[src/rtl/spi_line_fetcher.sv]
// rtl/spi_line_fetcher.sv - SPI flash line fetcher into a ping-pong bit buffer
// Quad-output read is built only when SPI_QUAD_EN is defined.
module spi_line_fetcher #(
    parameter int         DATA_BITS = 136,
    parameter int         IDX_W     = $clog2(DATA_BITS),
    parameter logic [7:0] CMD_READ  = 8'h03,
    parameter logic [7:0] CMD_QREAD = 8'h6B,
    parameter int         QDUMMY    = 8
) (
    input  logic             clk,
    input  logic             reset_n,
    input  logic             start,
    input  logic [23:0]      addr,
    input  logic             quad,
    output logic             busy,
    output logic             done,
    input  logic [IDX_W-1:0] rd_index,
    output logic             rd_data,
    output logic             spi_cs,
    output logic             spi_sclk,
    output logic [3:0]       spi_out,
    output logic [3:0]       spi_oe,
    input  logic [3:0]       spi_in
);
`ifdef SPI_QUAD_EN
    localparam bit QUAD_EN = 1'b1;
`else
    localparam bit QUAD_EN = 1'b0;
`endif
    localparam int CNT_W = (IDX_W > 5) ? IDX_W : 5;
    localparam logic [CNT_W-1:0] LAST_SINGLE = CNT_W'(DATA_BITS - 1);
    localparam logic [CNT_W-1:0] LAST_QUAD   = CNT_W'(DATA_BITS / 4 - 1);
    localparam logic [CNT_W-1:0] LAST_DUMMY  = CNT_W'(QDUMMY - 1);

    typedef enum logic [2:0] {S_IDLE, S_CMD, S_ADDR, S_DUMMY, S_DATA} state_t;

    state_t                 state, state_nx;
    logic [CNT_W-1:0]       cnt, cnt_nx;
    logic                   done_nx;
    logic [31:0]            sh;
    logic                   quad_q;
    logic                   quad_eff;
    logic                   front;
    logic                   back;
    logic [3:0]             miso_q;
    logic [IDX_W-1:0]       qbase;
    logic [DATA_BITS-1:0]   bank [2];

    assign quad_eff = QUAD_EN & quad;
    assign back     = ~front;
    assign qbase    = {cnt[IDX_W-3:0], 2'b00};
    assign spi_sclk = ~clk;
    assign rd_data  = (32'(rd_index) < 32'(DATA_BITS)) ? bank[front][rd_index] : 1'b0;

    always_comb begin
        state_nx = state;
        cnt_nx   = cnt + 1'b1;
        done_nx  = 1'b0;
        busy     = (state != S_IDLE);
        spi_cs   = (state != S_IDLE);
        spi_out  = 4'b0000;
        spi_oe   = 4'b0001;
        case (state)
            S_IDLE: begin
                cnt_nx = '0;
                if (start) state_nx = S_CMD;
            end
            S_CMD: begin
                spi_out[0] = sh[31];
                if (cnt == CNT_W'(7)) begin
                    state_nx = S_ADDR;
                    cnt_nx   = '0;
                end
            end
            S_ADDR: begin
                spi_out[0] = sh[31];
                if (cnt == CNT_W'(23)) begin
                    state_nx = (quad_q && QDUMMY > 0) ? S_DUMMY : S_DATA;
                    cnt_nx   = '0;
                end
            end
            S_DUMMY: begin
                if (quad_q) spi_oe = 4'b0000;
                if (cnt == LAST_DUMMY) begin
                    state_nx = S_DATA;
                    cnt_nx   = '0;
                end
            end
            S_DATA: begin
                if (quad_q) spi_oe = 4'b0000;
                if (cnt == (quad_q ? LAST_QUAD : LAST_SINGLE)) begin
                    state_nx = S_IDLE;
                    cnt_nx   = '0;
                    done_nx  = 1'b1;
                end
            end
            default: begin
                state_nx = S_IDLE;
                cnt_nx   = '0;
            end
        endcase
    end

    always_ff @(posedge clk or negedge reset_n) begin
        if (!reset_n) begin
            state  <= S_IDLE;
            cnt    <= '0;
            done   <= 1'b0;
            sh     <= '0;
            quad_q <= 1'b0;
            front  <= 1'b0;
        end else begin
            state <= state_nx;
            cnt   <= cnt_nx;
            done  <= done_nx;
            if (done_nx) front <= ~front;
            if (state == S_IDLE && start) begin
                sh     <= {(quad_eff ? CMD_QREAD : CMD_READ), addr};
                quad_q <= quad_eff;
            end else if (state == S_CMD || state == S_ADDR) begin
                sh <= {sh[30:0], 1'b0};
            end
        end
    end

    // Flash drives on sclk fall; capture on sclk rise, i.e. mid-cycle on clk fall.
    always_ff @(negedge clk or negedge reset_n) begin
        if (!reset_n)
            miso_q <= '0;
        else if (state == S_DATA)
            miso_q <= spi_in;
    end

    always_ff @(posedge clk) begin
        if (state == S_DATA) begin
            if (quad_q) begin
                bank[back][qbase]               <= miso_q[3];
                bank[back][qbase + IDX_W'(1)]   <= miso_q[2];
                bank[back][qbase + IDX_W'(2)]   <= miso_q[1];
                bank[back][qbase + IDX_W'(3)]   <= miso_q[0];
            end else begin
                bank[back][cnt[IDX_W-1:0]] <= miso_q[1];
            end
        end
    end
endmodule

[config.mk]
export PLATFORM = sky130hd
export DESIGN_NAME = spi_line_fetcher
export DESIGN_NICKNAME = d
export VERILOG_FILES = /design/src/rtl/spi_line_fetcher.sv
export SDC_FILE = /design/constraint.sdc
export NUM_CORES = 1
export LEC_CHECK = 0
export BUFFER_PORTS_ARGS = -buffer_cell sky130_fd_sc_hd__buf_4
export CAP_MARGIN = 0
export CORE_MARGIN = 2
export CORE_UTILIZATION = 38
export DETAILED_ROUTE_END_ITERATION = 8
export PLACE_DENSITY = 0.51
export SYNTH_ARGS = -nofsm -noshare
export SYNTH_HDL_FRONTEND = slang
export SYNTH_SLANG_ARGS = --single-unit
[constraint.sdc]
create_clock -name clk -period 5.2 [get_ports clk]
set_clock_uncertainty 0.1 [all_clocks]
set_input_delay 1.04 -clock clk [delete_from_list [all_inputs] [get_ports clk]]
set_output_delay 1.04 -clock clk [all_outputs]
set_load 0.005 [all_outputs]
==> results of run 1 <==
[state kept, by name (all words and copies together), names as in the netlist]
register and cells:
state 3, cnt 8, sh 32, done 1, miso_q 1, front 1, bank 272
[layout make-up]
cell class	instances	area share, %
Sequential cell	318	59.07
Clock buffer	49	6.176
Tap cell	468	3.710
Inverter	10	0.2378
Multi-Input combinational cell	656	26.90
Clock inverter	19	0.9197
Timing Repair Buffer	56	2.981
[placed cells by master (no fill, tap or decap), drive strengths merged, types with 5 or more instances in the layout]
master and instances:
nor3b 5, o22ai 14, a22oi 6, inv 13, a21oi 15, mux4 62, dfrtp 45, nor2b 7
clkinv 13, mux2i 14, nor2 329, nand2 90, buf 57, a31oi 14, xor2 8, nor3 7
clkbuf 48, conb 7, nand3 17, mux2 10, edfxtp 272, o21ai 5
[worst max-delay path by stage]
| stage | depth (start not counted) | slack (ps) | to | start |
|---|---|---|---|---|
| floorplan | 0 | -1770 | bank[0][0] | miso_q[1] |
| global placement | 9 | 690 | rd_data | rd_index[0] |
| detailed placement | 9 | 700 | rd_data | rd_index[0] |
| CTS | 6 | 360 | rd_data | front |
| global route | 9 | 230 | rd_data | front |
| finish | 6 | 440 | rd_data | front |
[layer usage]
layer  vias to the layer above  track usage, %  wire (µm)
met1                      4317           25.07      15250
li1                       3865               -          -
met5                         -               0          0
met4                         0           4.040        512
met2                       157           28.54      15730
met3                        39           2.854       1257
[logic make-up after synthesis]
logic type | share of synthesized area [%]
other | 0.05367
muxes | 11.95
AOI/OAI and AO/OA | 3.880
xor gates and xnor gates | 0.5633
buffers and inverters | 3.201
adders and majority gates | 0.3577
and+or+nand+nor | 13.40
DFF | 66.60
[per-stage QoR]
stage	setup WS, ps	cell area, µm²	hold WS (ps)
after floorplan	-1771	14010	345.8
after global placement	691.7	14670	371.4
after detailed placement	695.7	14670	370.2
after CTS	361.2	15780	384.6
after global routing	228.6	15780	396.4
final	441.6	15780	386.8
[report_power, final]
part	total (µW)	leakage [µW]	switching (µW)	internal, µW
logic	1110	0.00146	762	351
registers	3380	0.00300	118	3260
clock network	2430	0.000551	1010	1420
total	6920	0.00502	1890	5030
[critical path, delay by kind of cell, from the launching register on]
family          cells  cell delay, ps
mux                 2            1150
flops               1            1020
simple gates        2             520
compound gates      1             180
buf+inv             1             170
==> out/qor.txt, run 1 <==
Final Cycle Share: 91.51%
Cell variety after synth: 52
Clk slew on worst S/H paths: 60 ps
Count of pins over their slew limit: 0
Hold Path Origin: sh[17]
Post-synth ARST share: 14.47%
CTS tree: yes
Worst Path Required: 4060 ps
Startpoint type of the worst setup path: register
H-tree level count: 2
Largest net degree at the start of global routing: 97
Total power: 6922 µW
Routability cong.: 0.7608
Antenna fix cells: 0
Starting Density: 38.41%
Port Buffers: 41
Reg-to-reg startpoint: miso_q[1]
TNS Setup: 0 ps
Total grt overflow: 0
Vias per cell: 5.316
Seq cells post-synth: 318
Clk Latency, worst-skew pair: 530 ps
Final hold violations: 0
Min Clock Period, post-route: 4758 ps
Row count: 70
Power Density: 438.6 mW/mm²
P&R area growth vs syn: 12.78%
Status: completed
Synth warn: 0
Core box area: 0.03643 mm²
Slowest Stage Delay on Critical Path: 1020 ps
Vias in the first global route: 8,521
Root buffer cell: clkbuf_16
Drt first pass iters: 5
Worst vdd ir: 0.4649 mV
Fin util: 43.31%
GRT Util Overall: 17.60%
Worst-Margin Slew: 1083 ps
Die H: 195.9 µm
EDFF count, synth: 272
Vias: 8,378
Max cap viols: 0
Synth top area share: 58.37%
Path depth of the worst reg2reg path: 1
DR iter-0 viols: 707
Setup Buffers After CTS: 0
Multi-input logic area: 0.004245 mm²
Critical path arrival: 3620 ps
Syn avg cell area: 13.19 µm²
Die Width: 195.9 µm
DP HPWL: 19,220 µm
Hold Path Class: register to register
Mapped Area: 0.01399 mm²
Cells after Synth: 1,061
Synth cell count leaders: nor2_1, edfxtp_1, nand2_1
Crit-path cells: mux4_1, mux4_2, and3_1, nor4b_2, o211ai_1, buf_4
Slew HR: 27.16%
First-pass GRT wire length: 51,070 µm
WS Path Type: register to output port
Die area: 0.03837 mm²
R2R Setup Slk: 950 ps
Main flop type after synthesis: edfxtp_1
Leak pwr: 0.005018 µW
Setup Viol. Count Final: 0
Detailed-route DRC error count: 0
Top cells by area, synth: edfxtp_1, mux4_2, nor2_1
WL/cell: 20.78 µm
Deepest clock path buffer count: 3
Share of cells above drive strength 1: 15.79%
Total CTS buffers: 37
Net total in the final layout: 1,125
FMAX: 210.2 MHz
# hold bufs at CTS: 0
Layout Cells excl Fill: 1,576
Most numerous cell in the Yosys netlist: nor2_1
Fill count: 3,387
Routed Wire Length: 32,750 µm
RSZ-0062 raised after global routing: false
Hold path cells: 2
Crit Path Max Fanout: 49
CP endpoint kind: output port
Seq. cell area: 0.009323 mm²
IO Pins: 53
Placed cell count: 1,510
Yosys top cell by area: edfxtp_1
Highest-delay cell along the critical path: dfrtp_4
Quantity of gates resized following cts: 0
WHS Endpoint: sh[17]
RR Endpoint: bank[0][65]
Seq/Total Area, Yosys: 66.60%
Initial antenna violation count: 0
ANT nets after route: 0
No activity file was read; power rests on OpenSTA's default activity.
==> run 2: changes to the inputs <==
--- a/config.mk
+++ b/config.mk
@@ -7,2 +7,3 @@
 export LEC_CHECK = 0
+export ABC_AREA = 1
 export BUFFER_PORTS_ARGS = -buffer_cell sky130_fd_sc_hd__buf_4
@@ -12,2 +13,3 @@
 export DETAILED_ROUTE_END_ITERATION = 8
+export GPL_TIMING_DRIVEN = 0
 export PLACE_DENSITY = 0.51
==> constraint.sdc (replaced) <==
create_clock -name clk -period 5.2 [get_ports clk]
set_clock_uncertainty 0.1 [all_clocks]
set_input_delay 0.78 -clock clk [delete_from_list [all_inputs] [get_ports clk]]
set_output_delay 0.78 -clock clk [all_outputs]
set_load 0.005 [all_outputs]
==> run 2 against run 1 <==
Net effect: total power decreased by 21%; register-to-register slack lost 110 ps; first-iteration DRC count up 65%; die area is 9.2% higher; cell count grew 47%; routed wire length is 55% higher; area after synthesis is 9.4% higher; utilization grew 1.4 points; via count is 44% higher; sequential share of layout area down 6.6 points; design area rose by 12%; worst hold slack worse by 250 ps.
==> out/qor.txt, run 2 <==
EDFF count, synth: 272
Initial antenna violation count: 0
Seq/Total Area, Yosys: 60.87%
Seq cells post-synth: 318
Clk slew on worst S/H paths: 50 ps
ANT nets after route: 0
Final hold violations: 0
P&R area growth vs syn: 15.93%
CTS tree: yes
Total grt overflow: 0
Place WS: 797.0 ps
Synth top area share: 53.36%
IO Pins: 53
Syn avg cell area: 9.189 µm²
WS Path Type: register to register
Antenna fix cells: 0
Root buffer cell: clkbuf_16
Met3 wire length: 4092 µm
Most frequent cells in the layout: nand2_1, nor2_1, edfxtp_1, nand3_1, inv_1
Largest net degree at the start of global routing: 47
Quantity of gates resized following cts: 0
CP Launch Point: miso_q[1]
Post-Route M1 WL: 21,680 µm
Total power: 5475 µW
Top Layer Used: met4
Row count: 73
Detailed-route DRC error count: 0
Cells after Synth: 1,666
Setup ws final: 835.2 ps
Routed Wire Length: 50,650 µm
WL/cell: 21.87 µm
Reg-to-reg startpoint: miso_q[1]
CP endpoint kind: register
# hold bufs at CTS: 0
Most numerous cell in the Yosys netlist: nand2_1
Status: completed
Vias: 12,061
Die H: 204.7 µm
Met2 Wirelength: 23,050 µm
Main flop type after synthesis: edfxtp_1
Multi-input logic area: 0.005049 mm²
Power Density: 308.5 mW/mm²
Worst vdd ir: 0.2540 mV
Drt first pass iters: 7
Crit Path Max Fanout: 31
RSZ-0062 raised after global routing: false
Cell variety after synth: 44
DR iter-0 viols: 1,164
TNS Setup: 0 ps
Worst-Margin Slew: 1409 ps
Vias per cell: 5.208
Largest Register: bank
Yosys top cell by area: edfxtp_1
GRT Util Overall: 24.76%
Mapped Area: 0.01531 mm²
Starting Density: 38.53%
Worst Path Required: 5500 ps
Hold Path Class: input pin to async pin
Routability cong.: 0.8274
Deepest clock path buffer count: 3
Count of pins over their slew limit: 0
Max reg flops: 272
Slew HR: 5.534%
Core box area: 0.03973 mm²
Die Width: 204.7 µm
Fill count: 3,924
First-pass GRT wire length: 74,660 µm
H-tree level count: 2
Setup Buffers After CTS: 0
Net total in the final layout: 1,807
Leak pwr: 0.007049 µW
Post-synth ARST share: 14.47%
Port Buffers: 39
DP HPWL: 32,530 µm
Commonest non-fill, non-tap cell in the layout: nand2_1
Max cap viols: 0
Top cells by area, synth: edfxtp_1, nand2_1, nor2_1
Startpoint type of the worst setup path: register
Die area: 0.04191 mm²
Vias in the first global route: 11,692
Seq. cell area: 0.009319 mm²
Setup Viol. Count Final: 0
Share of cells above drive strength 1: 12.62%
Clk Latency, worst-skew pair: 550 ps
Top Registers: bank: 272 flops, sh: 32 flops, cnt: 8 flops
Critical path arrival: 4660 ps
Synth warn: 0
Total CTS buffers: 38
Synth cell count leaders: nand2_1, nor2_1, edfxtp_1
run 2: changes by cell type after synthesis, moves of 13 or more:
| cell | change |
|---|---|
| nand3_1 | +158 |
| buf_2 | +40 |
| a31oi_1 | -13 |
| inv_1 | +62 |
| o21ai_0 | +22 |
| nand2_1 | +372 |
| o21ai_1 | +14 |
| nor2_1 | +48 |
| clkbuf_1 | -33 |
| mux2i_1 | -14 |
| buf_6 | +13 |
| mux4_2 | -56 |
run 2: kinds of logic (layout without fill, tap and decap cells):
kind of cell             count (synthesis)  count (layout)  share of synthesized area (%)
AO/OA/AOI/OAI                           97              97                          3.850
XOR/XNOR                                 2               2                         0.1144
adder cells (fa/ha/maj)                  4               4                         0.3269
buffers and inverters                  196             316                          6.530
flip-flops                             318             318                          60.87
multiplexers                             1               1                        0.07355
other                                    2               7                        0.04906
AND/OR/NAND/NOR                       1046            1046                          28.18
run 2: area by class of cell:
type / count / share of cell area [%]
well taps: 525 / 3.701
plain buffers: 112 / 3.842
inverters: 83 / 1.770
repair buffers: 51 / 3.299
clock inverters: 22 / 0.6627
flip-flops and latches: 318 / 52.51
multi-input cells: 1157 / 28.45
clock buffers: 48 / 5.767
run 2: per-stage QoR:
stage	std cells	hold WS, ps	cell area, µm²	util, %
6_report	2316	133.8	17750	44.67
5_1_grt	2316	178.3	17750	44.67
4_1_cts	2316	141.1	17750	44.67
3_5_place_dp	2248	383.6	16620	41.82
3_3_place_gp	2235	369.6	16280	40.97
2_1_floorplan	1671	349.9	15330	-
run 2: worst max-delay path: stages, from the launching register on:
cell	delay [ps]
dfrtn_1	860
buf_16	250
buf_16	190
buf_16	190
run 2: path summary, 6_finish.rpt:
check                           slack, ps  depth (start not counted)     endpoint
worst max-delay path                  840                          3  bank[1][44]
worst min-delay path                  130                          1         done
worst max register to register        840                          3  bank[1][44]
worst min register to register        400                          2       sh[29]
max in group asynchronous            1960                          1    miso_q[1]
min in group clk                      330                          3       sh[19]
run 2: per-layer routing:
layer | up-vias | GRT usage, %
met5 | - | 0
met4 | 0 | 9.369
met3 | 95 | 5.584
met2 | 429 | 39.31
met1 | 5838 | 33.07
li1 | 5699 | -
run 2: where the power goes:
group | internal [µW] | switching [µW] | total [µW] | leakage [µW]
registers | 2770 | 2.67 | 2770 | 0.00299
logic | 74.5 | 148 | 222 | 0.00351
clock network | 1400 | 1080 | 2480 | 0.000556
total | 4240 | 1230 | 5470 | 0.00705
==> run 3: changes to the inputs <==
- ABC_AREA: 1 -> 0
- clock period: 5.2 -> 4.1 ns (I/O delays scaled with it)
==> run 3 against run 2 <==
Net effect: the run now ends with negative hold slack left; largest cell class unchanged; via count fell by 26%; global-route usage down 4.5 points; non-clock buffer count shrank 33; total power increased by 67%; sequential share of layout area grew 4.7 points; sequential cell count unchanged; worst hold slack worse by 140 ps; count of clock-buffer cells in the layout is 2 higher; clock power increased by 27%.
==> out/qor.txt, run 3 (synthesis results as in run 1) <==
Drt first pass iters: 5
Post-Route M1 WL: 17,270 µm
Met3 wire length: 2201 µm
Max cap viols: 0
Die H: 195.9 µm
FMAX: 249.1 MHz
Crit Path Max Fanout: 10
Failing checks: negative hold slack
Worst-Margin Slew: 1205 ps
Most frequent cells in the layout: nor2_1, edfxtp_1, nand2_1, clkbuf_1, mux4_2
Routed Wire Length: 38,270 µm
R2R Setup Slk: 340 ps
Power Density: 562.5 mW/mm²
First-pass GRT wire length: 56,950 µm
Sw Share: 27.99%
Top Layer Used: met4
P&R area growth vs syn: 16.48%
Combinational power share: 19.2%
Antenna fix cells: 0
Deepest clock path buffer count: 3
Top Registers: bank: 272 flops, sh: 32 flops, cnt: 8 flops
Highest-delay cell along the critical path: clkdlybuf4s15_1
RR Endpoint: bank[1][103]
Max reg flops: 272
Slew HR: 18.52%
Share of cells above drive strength 1: 17.08%
IO Pins: 53
DP HPWL: 25,040 µm
Hold slack: -1.884 ps
Part of the power in registers: 46.4%
Vias per cell: 5.404
Worst Path Required: 3380 ps
WS Path Type: input pin to output port
Clk slew on worst S/H paths: 60 ps
Largest Register: bank
Min Clock Period, post-route: 4015 ps
GRT Util Overall: 20.27%
Layout Cells excl Fill: 1,651
Switching power: 2566 µW
Final hold violations: 3
Vias: 8,922
Clock power frac: 34.4%
Die Width: 195.9 µm
CTS tree: yes
Clk Latency, worst-skew pair: 530 ps
Row count: 70
Total CTS buffers: 37
RSZ-0062 raised after global routing: false
H-tree level count: 2
Path depth of the worst reg2reg path: 3
Crit-path cells: buf_4, buf_2, clkdlybuf4s15_1, mux4_2, mux2i_1, nor2_1, a211oi_1, o211ai_1, nand3_1, o211ai_1, buf_4
Port Buffers: 40
Commonest non-fill, non-tap cell in the layout: nor2_1
Net total in the final layout: 1,199
Root buffer cell: clkbuf_16
Slowest Stage Delay on Critical Path: 710 ps
Hold Path Class: input pin to async pin
WL/cell: 23.18 µm
Detailed-route DRC error count: 0
Final Cycle Share: 97.92%
DR iter-0 viols: 773
Int Pwr: 6603 µW
Critical path arrival: 3300 ps
Largest net degree at the start of global routing: 47
Initial antenna violation count: 0
Crit-path leading delay family: buffers and inverters
Total grt overflow: 0
Reg-to-reg startpoint: miso_q[1]
CP endpoint kind: output port
Core box area: 0.03643 mm²
Placed cell count: 1,583
Starting Density: 38.41%
Fin util: 44.74%
Leak pwr: 0.005252 µW
CP Buf/Inv Count: 4
Met2 Wirelength: 18,070 µm
Count of pins over their slew limit: 0
Startpoint type of the worst setup path: input pin
Status: finished with violations
ANT nets after route: 0
Routability cong.: 0.7666
Die area: 0.03837 mm²
Total power: 9168 µW
# hold bufs at CTS: 0
Setup Viol. Count Final: 0
Vias in the first global route: 8,886
Worst vdd ir: 0.5694 mV
-- run 3: cell count changes in the layout (fill, tap and decap cells not counted), sizes merged, moves of 13 or more --
cell and change:
nand2 -374, nand3 -158, inv -69, buf -67
mux4 +62, nor2 -54, o21ai -37, clkbuf +35
mux2i +14, a31oi +13
-- run 3: layout make-up --
cell class,count,area (µm²)
fillers,3333,20140
well taps,468,585.6
flip-flops and latches,318,9319
inverters,10,37.54
repair buffers,49,548.0
multi-input cells,656,4255
clock buffers,50,1010
plain buffers,81,414.1
clock inverters,19,130.1
-- run 3: metrics by stage --
| step | setup slack [ps] | setup TNS (ps) | area [µm²] | hold WS, ps |
|---|---|---|---|---|
| 2_1_floorplan | -2321 | -631210 | 14010 | 219.4 |
| 3_3_place_gp | -5064 | -1375700 | 14900 | 382.8 |
| 3_5_place_dp | -115.2 | -115.2 | 15150 | 384.4 |
| 4_1_cts | 61.60 | 0 | 16280 | 18.76 |
| 5_1_grt | 16.90 | 0 | 16300 | 45.67 |
| 6_report | 85.20 | 0 | 16300 | -1.884 |
-- run 3: how the worst max path moves through the flow --
stage | from | to | slack, ps | cells after the start
2_1_floorplan | miso_q[1] | bank[0][0] | -2320 | 0
3_3_place_gp | miso_q[1] | bank[0][107] | -5060 | 0
3_5_place_dp | rd_index[1] | rd_data | -120 | 11
4_1_cts | rd_index[1] | rd_data | 60 | 11
5_1_grt | front | rd_data | 20 | 10
6_report | rd_index[1] | rd_data | 90 | 11
-- run 3: metal layers --
| layer | vias up | track usage, % |
|---|---|---|
| met2 | 273 | 32.58 |
| met4 | 0 | 5.107 |
| met5 | - | 0 |
| met1 | 4581 | 28.93 |
| met3 | 49 | 3.232 |
| li1 | 4019 | - |
-- run 3: power by group through the flow --
stage	sequential (µW)	clock (µW)	combinational (µW)
2_1_floorplan	4590	5.58	815
3_3_place_gp	4560	19.4	1120
3_5_place_dp	4340	19.4	1760
4_1_cts	4270	3210	1760
5_1_grt	4280	3330	1960
6_report	4260	3150	1760
-- run 3: what timing repair did --
item | in CTS | in global routing
endpoints found under the setup margin | 1 | 5
gates resized for setup | 2 | 2
gates cloned | 0 | 0
endpoints found under the hold margin | 0 | 0
buffers inserted | 0 | 1
